[config.mk]
export PLATFORM = sky130hd
export DESIGN_NAME = apple_eat_tracker
export DESIGN_NICKNAME = d
export VERILOG_FILES = /design/src/rtl/apple_eat_tracker_pkg.sv /design/src/rtl/apple_eat_tracker_bcd_score_counter.sv /design/src/rtl/apple_eat_tracker.sv
export SDC_FILE = /design/constraint.sdc
export NUM_CORES = 1
export LEC_CHECK = 0
export ABC_AREA = 1
export BUFFER_PORTS_ARGS = -buffer_cell sky130_fd_sc_hd__clkbuf_2
export CAP_MARGIN = 10
export CORE_MARGIN = 10
export CORE_UTILIZATION = 40
export CTS_CLUSTER_DIAMETER = 150
export DETAILED_ROUTE_END_ITERATION = 12
export GPL_TIMING_DRIVEN = 0
export MAX_ROUTING_LAYER = met4
export PLACE_DENSITY = 0.59
export SLEW_MARGIN = 10
export SYNTH_ARGS = -nofsm -noshare
export SYNTH_HDL_FRONTEND = slang
export SYNTH_SLANG_ARGS = --single-unit
[constraint.sdc]
create_clock -name system_clk -period 1.67 [get_ports system_clk]
set_input_delay 0.2505 -clock system_clk [delete_from_list [all_inputs] [get_ports system_clk]]
set_output_delay 0.2505 -clock system_clk [all_outputs]
set_load 0.005 [all_outputs]
[src/rtl/apple_eat_tracker_pkg.sv]
// Shared game definitions used by the apple stage and the eat tracker.
package apple_eat_tracker_pkg;

    localparam int GAME_MAX_LENGTH = 30;

    typedef enum logic [0:0] {
        ARMED = 1'b0,
        EATEN = 1'b1
    } apple_state_t;

    function automatic logic [7:0] pack_loc(input logic [3:0] y, input logic [3:0] x);
        return {y, x};
    endfunction

endpackage

[src/rtl/apple_eat_tracker_bcd_score_counter.sv]
// Two-digit BCD score counter that saturates at 99.
module bcd_score_counter (
    input  logic       system_clk,
    input  logic       reset,
    input  logic       inc,
    output logic [3:0] score_tens,
    output logic [3:0] score_ones
);

    logic [3:0] tens_r;
    logic [3:0] ones_r;

    // BCD increment with carry, holding once 99 is reached
    always_ff @(posedge system_clk or posedge reset) begin
        if (reset) begin
            tens_r <= 4'd0;
            ones_r <= 4'd0;
        end else if (inc && !(tens_r == 4'd9 && ones_r == 4'd9)) begin
            if (ones_r == 4'd9) begin
                ones_r <= 4'd0;
                tens_r <= tens_r + 4'd1;
            end else begin
                ones_r <= ones_r + 4'd1;
            end
        end
    end

    assign score_tens = tens_r;
    assign score_ones = ones_r;

endmodule

[src/rtl/apple_eat_tracker.sv]
// Detects head/apple collisions, emits one-shot eat pulses, tracks length and score.
module apple_eat_tracker
    import apple_eat_tracker_pkg::*;
#(
    parameter int MAX_LENGTH  = apple_eat_tracker_pkg::GAME_MAX_LENGTH,
    parameter int INIT_LENGTH = 3,
    parameter int LW          = $clog2(MAX_LENGTH + 1)
) (
    input  logic          system_clk,
    input  logic          reset,
    input  logic          clk_body,
    input  logic          enable_in,
    input  logic [3:0]    snake_head_x,
    input  logic [3:0]    snake_head_y,
    input  logic [7:0]    apple_location1,
    input  logic [7:0]    apple_location2,
    output logic          good_collision,
    output logic          good_collision2,
    output logic          grow,
    output logic [LW-1:0] snake_length,
    output logic [3:0]    score_tens,
    output logic [3:0]    score_ones,
    output logic          max_reached
);

    logic [7:0]    head_key_s;
    logic [7:0]    loc_s [2];
    logic [1:0]    hit_s;
    logic [1:0]    gate_s;
    logic [1:0]    eat_s;
    logic          eat_any_s;
    logic          good_collision_r;
    logic          good_collision2_r;
    logic          grow_r;
    logic          grow_nx_s;
    logic [LW-1:0] length_r;
    logic [LW-1:0] length_nx_s;
    logic          max_reached_r;

    assign head_key_s = pack_loc(snake_head_y, snake_head_x);
    assign loc_s[0]   = apple_location1;
    assign loc_s[1]   = apple_location2;
    assign gate_s     = {enable_in, 1'b1};
    // Apple 2 only counts when it sits on a different cell than apple 1
    assign hit_s[0]   = (head_key_s == apple_location1);
    assign hit_s[1]   = enable_in && (head_key_s == apple_location2)
                        && (apple_location2 != apple_location1);

    for (genvar i = 0; i < 2; i++) begin : g_apple
        apple_state_t state_r;
        apple_state_t state_nx_s;
        logic [7:0]   eaten_loc_r;
        logic [7:0]   eaten_loc_nx_s;
        logic         eat_nx_s;

        // Per-apple state and remembered eaten location
        always_ff @(posedge system_clk or posedge reset) begin
            if (reset) begin
                state_r     <= ARMED;
                eaten_loc_r <= 8'h00;
            end else begin
                state_r     <= state_nx_s;
                eaten_loc_r <= eaten_loc_nx_s;
            end
        end

        // Armed/eaten transitions; the apple re-arms once its location moves
        always_comb begin
            state_nx_s     = state_r;
            eaten_loc_nx_s = eaten_loc_r;
            eat_nx_s       = 1'b0;
            if (!gate_s[i]) begin
                state_nx_s = ARMED;
            end else begin
                case (state_r)
                    ARMED: begin
                        if (clk_body && hit_s[i]) begin
                            state_nx_s     = EATEN;
                            eaten_loc_nx_s = loc_s[i];
                            eat_nx_s       = 1'b1;
                        end else begin
                            state_nx_s = ARMED;
                        end
                    end
                    EATEN: begin
                        if (loc_s[i] != eaten_loc_r) begin
                            state_nx_s = ARMED;
                        end else begin
                            state_nx_s = EATEN;
                        end
                    end
                    default: begin
                        state_nx_s = ARMED;
                    end
                endcase
            end
        end

        assign eat_s[i] = eat_nx_s;
    end

    assign eat_any_s = |eat_s;

    // Length grows on each eat until the cap
    always_comb begin
        length_nx_s = length_r;
        grow_nx_s   = 1'b0;
        if (eat_any_s && (length_r < LW'(MAX_LENGTH))) begin
            length_nx_s = length_r + LW'(1);
            grow_nx_s   = 1'b1;
        end else begin
            length_nx_s = length_r;
            grow_nx_s   = 1'b0;
        end
    end

    // Registered pulses, length and cap flag
    always_ff @(posedge system_clk or posedge reset) begin
        if (reset) begin
            good_collision_r  <= 1'b0;
            good_collision2_r <= 1'b0;
            grow_r            <= 1'b0;
            length_r          <= LW'(INIT_LENGTH);
            max_reached_r     <= (INIT_LENGTH == MAX_LENGTH);
        end else begin
            good_collision_r  <= eat_s[0];
            good_collision2_r <= eat_s[1];
            grow_r            <= grow_nx_s;
            length_r          <= length_nx_s;
            max_reached_r     <= (length_nx_s == LW'(MAX_LENGTH));
        end
    end

    bcd_score_counter u_score (
        .system_clk (system_clk),
        .reset      (reset),
        .inc        (eat_any_s),
        .score_tens (score_tens),
        .score_ones (score_ones)
    );

    assign good_collision  = good_collision_r;
    assign good_collision2 = good_collision2_r;
    assign grow            = grow_r;
    assign snake_length    = length_r;
    assign max_reached     = max_reached_r;

endmodule

==> out/qor.yml, run 1 <==
status: "finished clean"
synth_simple_gate_area_share_pct: 37.9
synth-xor-area-share_pct: 7.19
p_leak_nw: 1.48
cts_tree: "done"
avgSynthCellArea_um2: 7.05
crit_arrival_ns: 1.71
synth_compound_area_share_pct: 7.14
hpwlAfterDp_mm: 4.75
grt_max_degree: 36
hold_path_class: "input pin to asynchronous set/reset pin"
numCtsBuffers: 5
dieArea_mm2: 0.00917
initial_utilization_pct: 41.5
gp_congestion: 0.891
final_nets: 409
num_rows: 27
slew-limit-headroom_pct: 49.6
cts_htree_levels: 2
ys_warn_count: 0
clk_latency_ns: 0.29
antennaDiodeCount: 0
cap_violations: 0
synth_nets: 357
crit_start: "g_apple[1].state_r"
worst_r2r_path_depth: 10
cp.required_ns: 1.86
cts_root_buf: "clkbuf_8"
dr_total_vias: 2120
cp-end-kind: "register"
drc: 0
grt_pass1_vias: 2110
critPathMaxFanout: 10
wirelength_mm: 5.97
cp_cell_sequence: "nor2_2 -> nand4_1 -> nor2_2 -> nand2_4 -> nand2_4 -> nand2_1 -> nand2_1 -> nand2_1 -> nand3_1 -> nor2_1"
setup_violations: 0
ir_drop_mv: 0.406
wl_met3_um: 264
ys_top_cells_by_area: "dfrtp_1, nand2_1, inv_1, nand3_1, xor2_1"
crit_slowest_cell: "dfrtp_1"
rrSetupSlack_ns: 0.14
r2r-end: "max_reached"
synthAdderAreaFrac_pct: 1.63
drtIter0Drc: 69
yosysTopAreaCell: "dfrtp_1"
ys_seq_area_share_pct: 38.2
viasPerCell: 4.70
placedCellCount: 442
die_y_um: 95.8
tightest_slew_ns: 0.754
seq_area_um2: 878
n_fill_cell: 567
cts_num_sinks: 35
final_antenna_net_count: 0
finalNonFillerCells: 451
rsz0062_at_grt: "false"
layout_min_cycle_time_ns: 1.53
setup_tns_ns: 0
max_freq_ghz: 0.655
antenna_found_initial: 0
multi_input_area_mm2: 0.00125
synth_cells: 326
gr-total-overflow: 0
firstDrtPassIters: 4
ys_types: 30
area_delta_synth_final_pct: 18.6
met1_length_mm: 2.87
wl_per_cell_um: 13.2
yosys-mux-area-fraction_pct: 0
holdBufCountCts: 0
cp_num_buf_inv: 0
grt_pass1_wl_mm: 10.1
grt.total_usage_pct: 14.3
core_area_mm2: 0.00554
clk_path_buf_depth: 2
io_pins: 45
crit_type: "register to register"
regToRegStartpoint: "g_apple[1].state_r"
critPathMaxStageDelay_ns: 0.43
port-buffer-count: 44
cpMostUsedCell: "nand2_1"
fin_crit_sh_pct: 91.4
die_w_um: 95.8
p_per_area_mw_per_mm2: 755
fin_skew_ns: 0.00932
cp-start-kind: "register"
drive_gt1_share_pct: 24.0
synth.top_cell.area_share_pct: 35.9
wl_met2_mm: 2.80
synth_top_family_by_area: "simple AND/OR/NAND/NOR gates"
mappedNetlistArea_mm2: 0.00230
ys_ff_latch: 35
report.final.slew_viol_count: 0
hold_viol: 0
cp_top_family: "simple AND/OR/NAND/NOR gates"
clk_pin_slew_ns: 0.07
top_layer: "met4"
[registers in the layout, summed over array words and instances, names as in the netlist]
register             count
snake_length             5
g_apple.eaten_loc_r     16
grow                     1
g_apple.state_r          2
u_score.score_ones       4
good_collision2          1
good_collision           1
u_score.score_tens       4
max_reached              1
[kinds of logic after synthesis]
group / count (synthesis)
and+or+nand+nor: 196
buffers and inverters: 48
DFF: 35
AOI/OAI and AO/OA: 26
xor gates and xnor gates: 18
adders and majority gates: 3
[power breakdown]
part / switching [mW] / leakage [nW] / internal (mW)
clock: 0.318 / 0.0482 / 0.333
combinational: 0.255 / 0.981 / 0.165
sequential: 0.0615 / 0.456 / 0.924
total: 0.635 / 1.48 / 1.42
[cell type report]
cell class                 instances  share of cell area (%)
buffer                             2                   0.367
clock buffer                       7                    3.17
clock inverter                     1                   0.184
inverter                          46                    6.34
multi-input combinational        243                    46.1
sequential                        35                    32.2
tap                               72                    3.31
timing repair buffer              45                    8.36
[metrics by stage]
stage | cell area (µm²) | hold WS [ns] | total power [mW] | utilization, % | setup slack, ns
after global routing | 2730 | 0.148 | 2.20 | 49.2 | 0.00348
after detailed placement | 2610 | 0.416 | 1.42 | 47.1 | -0.0343
after CTS | 2700 | 0.103 | 2.08 | 48.7 | 0.0525
after global placement | 2610 | 0.476 | 1.41 | 47.1 | -0.00827
final | 2730 | 0.0736 | 2.06 | 49.2 | 0.143
after floorplan | 2300 | 0.360 | 1.26 | - | 0.229
[worst max-delay path by stage]
stage	cells past startpoint	end
after floorplan	8	u_score.score_ones[0]
after global placement	11	max_reached
after detailed placement	9	u_score.score_tens[3]
after CTS	7	u_score.score_tens[3]
after global routing	7	u_score.score_tens[2]
final	10	max_reached
[per-layer routing]
metal	vias to the layer above	GRT usage (%)
li1	1145	-
met1	933	18.4
met2	38	22.3
met3	4	3.19
met4	0	3.69
met5	-	-
[cell usage in the layout, fill, tap and decap left out, drive strengths merged]
| master | instances |
|---|---|
| ha | 3 |
| clkinv | 1 |
| xnor2 | 8 |
| inv | 46 |
| o2111ai | 1 |
| nand2 | 121 |
| buf | 3 |
| xor2 | 10 |
| nor3 | 7 |
| nand3b | 1 |
| dfrtp | 33 |
| nand4 | 11 |
| or2 | 8 |
| dfstp | 2 |
| clkbuf | 51 |
| o21ai | 17 |
| o22ai | 1 |
| a21oi | 2 |
| nand3 | 25 |
| a22o | 1 |
| a221oi | 3 |
| a21boi | 1 |
| nor2 | 23 |
[what timing repair did]
item / in CTS / in global routing
hold endpoints to repair: 0 / 0
endpoints found under the setup margin: 0 / 8
gates resized for setup: 0 / 5
setup buffers: 0 / 1
[Yosys cell counts, drive strengths merged]
master,instances
a21boi,1
a21oi,2
a221oi,3
a22o,1
buf,2
dfrtp,33
dfstp,2
ha,3
inv,46
nand2,121
nand3,25
nand3b,1
nand4,11
nor2,23
nor3,7
o2111ai,1
o21ai,17
o22ai,1
or2,8
xnor2,8
xor2,10
(Power assumes the default switching activity.)
==> run 2: changes to the inputs <==
Settings changed: CORE_UTILIZATION 40 to 55, PLACE_DENSITY 0.59 to 0.78.
==> run 2 against run 1 <==
Compared with the run above:
- die area fell by 22%
- register-to-register slack barely moved
- maximum frequency fell by 0.68%
- core utilization rose by 17 points
- via count rose by 2.7%
- wire length fell by 4.4%
- design area fell by 2.1%
- global-route usage rose by 2.2 points
- critical path depth fell by 3
- hold slack got worse by 0.0080 ns
- worst setup slack got worse by 0.010 ns
- sequential power barely moved
==> out/qor.yml, run 2 (synthesis gave the netlist of run 1 again) <==
die_w_um: 84.6  # -12%
fin_skew_ns: 0.00458  # -0.00474 ns
clk_pin_slew_ns: 0.07  # about the same
grt_max_degree: 36  # unchanged
wl_per_cell_um: 13.3  # +0.73%
hold_ws_ns: 0.0656  # -0.00799 ns
fin_crit_sh_pct: 92.1  # +0.62 points
hpwlAfterDp_mm: 4.59  # -3.3%
seq_area_um2: 878  # unchanged
top_register: "g_apple.eaten_loc_r"
max_freq_ghz: 0.650  # -0.68%
tightest_slew_ns: 0.741  # -0.0131 ns
grt_pass1_wl_mm: 9.58  # -5.6%
r2r-end: "u_score.score_ones[2]"
io_pins: 45  # unchanged
cts_htree_levels: 2  # unchanged
grt.total_usage_pct: 16.6  # +2.2 points
initial_utilization_pct: 57.0  # +16 points
antennaDiodeCount: 0  # unchanged
worst_r2r_path_depth: 7  # -3
regToRegStartpoint: "g_apple[0].state_r"
rrSetupSlack_ns: 0.13  # about the same
cts_root_buf: "clkbuf_8"
cp.required_ns: 1.85  # about the same
p_per_area_mw_per_mm2: 751  # -0.47%
hold_path_class: "input pin to asynchronous set/reset pin"
n_fill_cell: 374  # -34%
viasPerCell: 5.09  # +8.3%
setup_violations: 0  # unchanged
layout_min_cycle_time_ns: 1.54  # +0.0104 ns
ir_drop_mv: 0.462  # +14%
wirelength_mm: 5.70  # -4.4%
cp-end-kind: "register"
die_y_um: 84.6  # -12%
cp-start-kind: "register"
clk_path_buf_depth: 2  # unchanged
rsz0062_at_grt: "false"
critPathMaxFanout: 6  # -4
final_nets: 408  # -0.24%
drtIter0Drc: 165  # +140%
mostFrequentLayoutCell: "nand2_1"
drive_gt1_share_pct: 22.8  # -1.3 points
power_mw: 2.00  # -2.6%
cts_num_sinks: 35  # unchanged
core_area_mm2: 0.00403  # -27%
slew-limit-headroom_pct: 50.5  # +0.88 points
antenna_found_initial: 0  # unchanged
numCtsBuffers: 5  # unchanged
status: "finished clean"
cap_violations: 0  # unchanged
p_leak_nw: 1.47  # -0.83%
firstDrtPassIters: 5  # +1
crit_arrival_ns: 1.72  # about the same
cts_setup_buffers: 0  # unchanged
grt_pass1_vias: 2056  # -2.6%
multi_input_area_mm2: 0.00124  # -1.0%
clk_latency_ns: 0.29  # about the same
cts_tree: "done"
report.final.slew_viol_count: 0  # unchanged
hold_viol: 0  # unchanged
setup_tns_ns: 0  # unchanged
layout_common_cells: "nand2_1, clkbuf_2, inv_1, dfrtp_1, nand3_1"
dieArea_mm2: 0.00716  # -22%
gr-total-overflow: 0  # unchanged
dr_total_vias: 2178  # +2.7%
port-buffer-count: 44  # unchanged
final_antenna_net_count: 0  # unchanged
crit_type: "register to register"
area_delta_synth_final_pct: 16.1
largest_reg_flops: 16  # unchanged
fin_util_pct: 66.2  # +17 points
gp_congestion: 0.933  # +4.8%
drc: 0  # unchanged
num_rows: 23  # -15%
==> run 2: cell count changes in the layout (fill, tap and decap cells not counted), sizes merged <==
| cell | delta |
|---|---|
| buf | -1 |
==> run 2: timing repair <==
item / in CTS / in global routing
setup endpoints to repair: 0 / 5
resized for setup: 0 / 2
hold buffers: 0 / 0
==> run 2: area by class of cell <==
type,count,area share (%)
Inverter,46,6.47
Clock inverter,1,0.188
Tap cell,50,2.35
Timing Repair Buffer,44,8.26
Sequential cell,35,32.9
Multi-Input combinational cell,243,46.6
Buffer,2,0.375
Clock buffer,7,2.86
==> run 2: per-stage QoR <==
stage | instances | setup WS (ns) | instance area [µm²]
finish | 428 | 0.133 | 2670
global route | 428 | 0.00647 | 2670
CTS | 428 | 0.0658 | 2660
detailed placement | 420 | 0.0287 | 2580
global placement | 420 | 0.0263 | 2580
floorplan | 326 | 0.229 | 2300
==> run 2: how the worst max path moves through the flow <==
stage,startpoint,endpoint,slack (ns)
global route,g_apple[1].state_r,max_reached,0.006
detailed placement,apple_location1[5],u_score.score_tens[3],0.03
finish,g_apple[0].state_r,u_score.score_ones[2],0.13
global placement,apple_location1[7],u_score.score_tens[3],0.03
floorplan,u_score.score_ones[2],u_score.score_ones[0],0.23
CTS,g_apple[0].state_r,u_score.score_tens[3],0.07
==> run 2: power by group <==
| part | internal (mW) | total [mW] | leakage, nW | switching [mW] |
|---|---|---|---|---|
| registers | 0.924 | 0.984 | 0.456 | 0.0597 |
| clock network | 0.293 | 0.604 | 0.0422 | 0.312 |
| logic | 0.164 | 0.416 | 0.974 | 0.252 |
==> run 2: per-layer routing <==
metal | vias to the layer above | GRT usage, % | wire, µm
li1 | 1137 | - | -
met1 | 995 | 19.4 | 2650
met2 | 40 | 26.9 | 2710
met3 | 6 | 4.73 | 279
met4 | 0 | 5.09 | 68
met5 | - | - | 0
==> run 2: worst max-delay path, stage by stage (launching register included) <==
cell and delay (ns):
dfrtp_1 0.37, inv_2 0.09, nand3_1 0.08, nor3_1 0.18, nand3b_1 0.20, a21boi_4 0.24
nand3_1 0.11, xor2_1 0.15
